`config.mk`:
```
export PLATFORM = sky130hd
export DESIGN_NAME = argmax_seq
export DESIGN_NICKNAME = d
export VERILOG_FILES = /design/src/rtl/argmax_seq.sv
export SDC_FILE = /design/constraint.sdc
export NUM_CORES = 1
export LEC_CHECK = 0
export ABC_CLOCK_PERIOD_IN_PS = 4600
export CORE_AREA = 2 2 52 54
export CTS_BUF_LIST = sky130_fd_sc_hd__clkbuf_4 sky130_fd_sc_hd__clkbuf_8
export CTS_CLUSTER_SIZE = 10
export DETAILED_ROUTE_END_ITERATION = 12
export DIE_AREA = 0 0 54 56
export PLACE_DENSITY = 0.62
export SLEW_MARGIN = 10
export SYNTH_ARGS = -nofsm -noshare
export SYNTH_HDL_FRONTEND = slang
export SYNTH_SLANG_ARGS = --single-unit
```
`constraint.sdc`:
```
create_clock -name clk -period 4.6 [get_ports clk]
set_input_delay 0.92 -clock clk [delete_from_list [all_inputs] [get_ports clk]]
set_output_delay 0.92 -clock clk [all_outputs]
set_load 0.03 [all_outputs]
```
`src/rtl/argmax_seq.sv`:
```
// Sequential argmax over M packed popcounts: one neuron compared per clock, start/valid handshake.
// Optional ARGMAX_SNAPSHOT_EN: capture the sums bus at the start edge so the scan ignores later changes.
module argmax_seq #(
    parameter int N = 4,
    parameter int M = 4,
    localparam int SumL = $clog2(N + 1),
    localparam int IdxL = (M > 1) ? $clog2(M) : 1
) (
    input  logic                clk,
    input  logic                rst,
    input  logic                enable,
    input  logic [M*SumL-1:0]   sums,
    output logic                busy,
    output logic                valid,
    output logic [IdxL-1:0]     class_idx,
    output logic [SumL-1:0]     max_sum
);

    typedef enum logic [1:0] {
        IDLE = 2'd0,
        SCAN = 2'd1,
        DONE = 2'd2
    } state_t;

    state_t            state_q, state_d;
    logic [IdxL-1:0]   ptr_q, ptr_d;
    logic [SumL-1:0]   best_val_q, best_val_d;
    logic [IdxL-1:0]   best_idx_q, best_idx_d;
    logic [IdxL-1:0]   class_idx_q, class_idx_d;
    logic [SumL-1:0]   max_sum_q, max_sum_d;

    logic [M*SumL-1:0] scan_bus;
    logic [SumL-1:0]   live_arr [M];
    logic [SumL-1:0]   scan_arr [M];
    logic [SumL-1:0]   cur_val;
    logic [SumL-1:0]   cand_val;
    logic [IdxL-1:0]   cand_idx;
    logic              start;
    logic              last_ptr;

`ifdef ARGMAX_SNAPSHOT_EN
    logic [M*SumL-1:0] snap_q, snap_d;

    assign scan_bus = snap_q;

    always_comb begin
        snap_d = snap_q;
        if (start) begin
            snap_d = sums;
        end
    end

    always_ff @(posedge clk or posedge rst) begin
        if (rst) begin
            snap_q <= '0;
        end else begin
            snap_q <= snap_d;
        end
    end
`else
    assign scan_bus = sums;
`endif

    generate
        for (genvar gi = 0; gi < M; gi++) begin : g_unpack
            assign live_arr[gi] = sums[gi*SumL +: SumL];
            assign scan_arr[gi] = scan_bus[gi*SumL +: SumL];
        end
    endgenerate

    // Explicit compare-mux avoids a variable index that could exceed the array for non-power-of-two M.
    always_comb begin
        cur_val = scan_arr[0];
        for (int j = 1; j < M; j++) begin
            if (ptr_q == IdxL'(j)) begin
                cur_val = scan_arr[j];
            end
        end
    end

    assign start    = enable && (state_q != SCAN);
    assign last_ptr = (ptr_q == IdxL'(M - 1));

    // Strict greater-than keeps the lowest index on ties.
    always_comb begin
        cand_val = best_val_q;
        cand_idx = best_idx_q;
        if (cur_val > best_val_q) begin
            cand_val = cur_val;
            cand_idx = ptr_q;
        end
    end

    always_comb begin
        state_d     = state_q;
        ptr_d       = ptr_q;
        best_val_d  = best_val_q;
        best_idx_d  = best_idx_q;
        class_idx_d = class_idx_q;
        max_sum_d   = max_sum_q;

        case (state_q)
            IDLE, DONE: begin
                if (enable) begin
                    if (M > 1) begin
                        best_val_d = live_arr[0];
                        best_idx_d = '0;
                        ptr_d      = IdxL'(1);
                        state_d    = SCAN;
                    end else begin
                        max_sum_d   = live_arr[0];
                        class_idx_d = '0;
                        state_d     = DONE;
                    end
                end else if (state_q == DONE) begin
                    state_d = IDLE;
                end
            end
            SCAN: begin
                best_val_d = cand_val;
                best_idx_d = cand_idx;
                if (last_ptr) begin
                    class_idx_d = cand_idx;
                    max_sum_d   = cand_val;
                    state_d     = DONE;
                end else begin
                    ptr_d = ptr_q + IdxL'(1);
                end
            end
            default: begin
                state_d = IDLE;
            end
        endcase
    end

    always_ff @(posedge clk or posedge rst) begin
        if (rst) begin
            state_q     <= IDLE;
            ptr_q       <= '0;
            best_val_q  <= '0;
            best_idx_q  <= '0;
            class_idx_q <= '0;
            max_sum_q   <= '0;
        end else begin
            state_q     <= state_d;
            ptr_q       <= ptr_d;
            best_val_q  <= best_val_d;
            best_idx_q  <= best_idx_d;
            class_idx_q <= class_idx_d;
            max_sum_q   <= max_sum_d;
        end
    end

    assign busy      = (state_q == SCAN);
    assign valid     = (state_q == DONE);
    assign class_idx = class_idx_q;
    assign max_sum   = max_sum_q;

endmodule

```
# --- Word-level counts from Yosys, hierarchy flattened ---
# Index checks and enable logic that the tools add are counted.
# Widths: inputs -> output; s select.
word_totals:
  regBits: 14
  latch_bits: 0
  mem_bits_rw: 0
  rom_bits: 0
  inputBits: 15
  output_inout_bits: 7
  wordCells: 40
  mem_count: 0
op_classes:
  add_sub_neg: 1
  mul: 0
  div: 0
  order_cmp: 1
  eq_ne: 9
  n_shift: 0
  n_mux: 16
  bitwise_logic: 0
  n_reduce_logical: 7
op_table:
  columns: ["operator", "n"]
  rows:
  - ["$mux 3", 5]
  - ["$mux 2", 7]
  - ["$pmux 2 s2", 3]
  - ["$eq 2x2->1 const B", 3]
  - ["$pmux 3 s2", 1]
  - ["$reduce_and 2->1", 3]
  - ["$eq 2x1->1 const B", 2]
  - ["$ne 2x2->1 const B", 2]
  - ["$gt 3x3->1", 1]
  - ["$ne 3x3->1 const B", 1]
  - ["$reduce_and 3->1", 1]
  - ["$add 2x1->2 const B", 1]
  - ["$logic_not 2->1", 1]
  - ["$ne 2x1->1 const B", 1]
  - ["$reduce_bool 2->1", 1]
  - ["$reduce_or 2->1", 1]

# --- Depth between registers and ports, before layout ---
depth:
  word_depth: 7
  mapped_depth: 10
  depth_no_buf: 10

# --- Worst setup path before layout ---
# OpenSTA, ideal clock, no wires.
synth_timing:
  path_kind: "in2reg"
  from: "in sums[5]"
  to: "reg best_val_q[0]"
  setup_ns: 0.104
  arrival_ns: 2.371
  required_ns: 4.496
  slack_ns: 2.125
  cell_stages: 7
  n_path_buf: 0
  path_cell_list: "mux2i_1 > a221oi_2 > ha_1 > nand3_1 > o21ai_2 > or3_1 > a221oi_1"
synth_between:
  elab_chain_cells: 6
synth_rtl:
  columns: ["item", "line_no", "rtl"]
  rows:
  - ["from (decl)", "12", "input logic [M*SumL-1:0] sums,"]
  - ["$mux 3 (3 in series)", "75", "if (ptr_q == IdxL'(j)) begin"]
  - ["$gt 3x3->1", "88", "if (cur_val > best_val_q) begin"]
  - ["$mux 3", "88", null]
  - ["$pmux 3 s2", "102", "case (state_q)"]
  - ["to (signal assigned)", "147", "best_val_q <= best_val_d;"]
  - ["to (decl)", "27", "logic [SumL-1:0] best_val_q, best_val_d;"]
# Every way passes these cells.
# A chain may end at the register's enable or synchronous reset.

# --- Worst setup path in the final report ---
layout_timing:
  from: "in sums[2]"
  to: "reg best_val_q[0]"
# The elaborated chain is that of the path after synthesis.

==> out/qor.txt <==
run status -> finished clean
half-perimeter wire length of the detailed placement result -> 1700 um
Tightest Pin Transition -> 538 ps
1st-iter DRT viols -> 9
Place WS -> 1420 ps
Buf/Inv on CP -> 1
buffers added on ports -> 21
routed length per instance -> 13.6 um
post-route worst hold slack -> 479 ps
final-report hold violation count -> 0
starting density of the core -> 0.388
max-cap check violation count -> 0
post-route clock period utilization -> 0.625
stage delay of the slowest cell on the critical path -> 480 ps
number of antenna violations at the first check in global routing -> 0
FP Rows -> 18
count of antenna-violating nets left after detailed routing -> 0
number of global-route vias before repair -> 761
average footprint of a synthesized cell -> 9.25 um2
pin count of the biggest net entering global routing -> 15
power per cell area -> 858 nW/um2
end point of the most critical hold path -> max_sum[2]
Overflow after GRT -> 0
Clock Latency Late Sink -> 280 ps
count of cells resized by post-cts repair -> 0
Die X -> 54 um
Post-layout nets -> 148
Post-Syn Instances -> 102
Post-CTS Hold Fix Bufs -> 0
count of unique library cells instantiated by Yosys -> 29
number of placed I/O pins -> 22
clock skew after layout -> 3.71 ps
total setup buffers inserted after CTS -> 0
total track usage -> 0.155
via count -> 818
data arrival time of the worst path -> 3050 ps
final critical delay including setup and external delays -> 2870 ps
start-to-end type of the worst setup path -> in -> reg
post-detailed-route DRC marker count -> 0
layout cells sized above 1 -> 0.0880
total nets after synthesis -> 124
type of the most critical hold path -> reg -> reg
final std cell area, no fill -> 1210 um2
ANT cells -> 0
clock transition time at the flip-flop clock pins of the worst setup and hold paths -> 90 ps
area of the core region -> 2430 um2
area post-placement -> 1180 um2
final-report setup violation count -> 0
global-route wire length before repair -> 3420 um
number of synthesized register bits -> 14
final worst slack -> 1730 ps
cell breakdown of the critical path -> clkdlybuf4s50_1 > mux2i_1 > a221oi_2 > ha_1 > nand3_1 > o21ai_2 > or3_1 > a221oi_1
worst hold path stage count -> 2
number of detailed-routing iterations run before antenna repair -> 4
setup repair after global routing missed its margin -> false
Worst R2R Path Depth -> 8
number of cells in the finished layout apart from fillers -> 155
required time at the worst-slack endpoint -> 4780 ps
RD Place Congestion -> 0.820
setup total negative slack -> 0 ps
relative slew slack -> 0.641
area added between synthesis and finish -> 28.5%
Max Clk Rate -> 0.348 GHz
Slew Limit Fails -> 0
Worst R2R Start -> ptr_q[0]
Register-to-Register Setup Slack -> 1770 ps
portion of the post-synthesis area used by sequential elements -> 0.371
maximum buffer depth of the clock tree -> 2
cell count after placement -> 151
worst hold start -> max_sum[2]
Yosys Warn Count -> 0
Reg-to-Reg End -> best_val_q[0]
type of element launching the critical path -> primary input
Stages on worst setup path -> 8
Post-Route WL -> 2120 um
static leakage -> 0.522 nW
total clock sinks -> 14
H-Tree Depth -> 1
worst-path cell with the longest stage delay -> sky130_fd_sc_hd__clkdlybuf4s50_1
Crit path max-delay family -> compound AO/OA/AOI/OAI gates
kind of end point of the critical path -> register
vias per cell -> 5.28
cell area after synthesis -> 943 um2
cell chosen for the clock root -> sky130_fd_sc_hd__clkbuf_4
vertical die dimension -> 56 um
Max FO, Critical Path -> 9
number of CTS-inserted buffers -> 3
worst IR drop on VDD -> 0.346 mV
clock tree from TritonCTS -> done
Total Die Area -> 3020 um2
cells in the mapped netlist, drive strengths merged:
cell type,number,area share
nand2,8,0.032
dfrtp,14,0.37
o21a,1,0.0080
nand2b,2,0.013
o21ai,6,0.036
a211o,1,0.011
o31ai,4,0.032
a21oi,4,0.021
nor3b,3,0.024
a221oi,3,0.034
nand3,3,0.016
a211oi,5,0.056
a31oi,2,0.013
o211ai,1,0.0080
nor3,4,0.021
nor2b,6,0.048
mux2i,5,0.053
inv,10,0.040
nor4,2,0.013
or3,1,0.0066
nand4,1,0.0066
ha,7,0.093
buf,1,0.012
nor2,7,0.028
clkbuf,1,0.0040
worst max path at each step:
stage	startpoint	slack [ps]	end
after global routing	sums[1]	1560	best_val_q[0]
final	sums[2]	1730	best_val_q[0]
after detailed placement	sums[1]	1420	best_val_q[0]
after floorplan	sums[5]	2120	best_val_q[0]
after CTS	sums[1]	1710	best_val_q[0]
after global placement	sums[2]	1510	best_val_q[1]
worst min-delay path, stage by stage, from the launching register on:
cell and delay [ps]:
sky130_fd_sc_hd__dfrtp_1 350, sky130_fd_sc_hd__nand2_1 50, sky130_fd_sc_hd__o31ai_1 50
metal layers:
layer	vias up	wire, um	track usage
li1	417	-	-
met1	364	967	0.208
met2	31	991	0.240
met3	6	106	0.0161
met4	0	51	0.0750
met5	-	0	0
metrics by stage:
step	utilization	total power [W]
6_report	0.498	0.00104
5_1_grt	0.498	0.00114
4_1_cts	0.498	0.00105
3_5_place_dp	0.484	0.000955
3_3_place_gp	0.484	0.000945
2_1_floorplan	-	0.000778
report_power, final:
group | internal, W | leakage, nW | switching (W)
Clock | 0.0000482 | 0.0210 | 0.0000419
Combinational | 0.000292 | 0.334 | 0.000411
Sequential | 0.000185 | 0.167 | 0.0000621
Total | 0.000525 | 0.522 | 0.000515
layout make-up:
| class | instances | area (um2) |
|---|---|---|
| repair buffers | 21 | 210 |
| fillers | 256 | 1220 |
| inverters | 10 | 37.5 |
| well taps | 30 | 37.5 |
| multi-input cells | 76 | 541 |
| flip-flops and latches | 14 | 350 |
| clock buffers | 4 | 36.3 |
cell usage in the layout (no fill, tap or decap):
| cell | count |
|---|---|
| sky130_fd_sc_hd__nor3b_1 | 3 |
| sky130_fd_sc_hd__clkbuf_4 | 3 |
| sky130_fd_sc_hd__mux2i_1 | 5 |
| sky130_fd_sc_hd__nor3_1 | 4 |
| sky130_fd_sc_hd__ha_1 | 7 |
| sky130_fd_sc_hd__a31oi_1 | 2 |
| sky130_fd_sc_hd__clkbuf_8 | 1 |
| sky130_fd_sc_hd__o21ai_0 | 5 |
| sky130_fd_sc_hd__nand4_1 | 1 |
| sky130_fd_sc_hd__clkdlybuf4s50_1 | 21 |
| sky130_fd_sc_hd__nor4_1 | 2 |
| sky130_fd_sc_hd__inv_1 | 10 |
| sky130_fd_sc_hd__o21a_1 | 1 |
| sky130_fd_sc_hd__a21oi_1 | 4 |
| sky130_fd_sc_hd__nand3_1 | 3 |
| sky130_fd_sc_hd__nor2_1 | 7 |
| sky130_fd_sc_hd__nor2b_4 | 1 |
| sky130_fd_sc_hd__or3_1 | 1 |
| sky130_fd_sc_hd__a221oi_2 | 1 |
| sky130_fd_sc_hd__a211o_2 | 1 |
| sky130_fd_sc_hd__nor2b_1 | 5 |
| sky130_fd_sc_hd__o211ai_1 | 1 |
| sky130_fd_sc_hd__nand2_1 | 8 |
| sky130_fd_sc_hd__a221oi_1 | 2 |
| sky130_fd_sc_hd__a211oi_1 | 2 |
| sky130_fd_sc_hd__o21ai_2 | 1 |
| sky130_fd_sc_hd__a211oi_2 | 3 |
| sky130_fd_sc_hd__nand2b_1 | 2 |
| sky130_fd_sc_hd__dfrtp_1 | 14 |
| sky130_fd_sc_hd__o31ai_1 | 4 |
flip-flops by register name, indices dropped and copies added, names as in the netlist:
signal / count
max_sum: 3
best_idx_q: 2
class_idx: 2
best_val_q: 3
state_q: 2
ptr_q: 2
cells by family (layout without fill, tap and decap cells):
group           Yosys count  in the layout  share of synthesized area
simple gates             37             37                      0.208
compound gates           27             27                      0.219
flops                    14             14                      0.371
buf+inv                  12             35                     0.0557
fa+ha+maj                 7              7                     0.0928
mux                       5              5                     0.0531
Note: power is estimated with default switching activity, not from simulation.
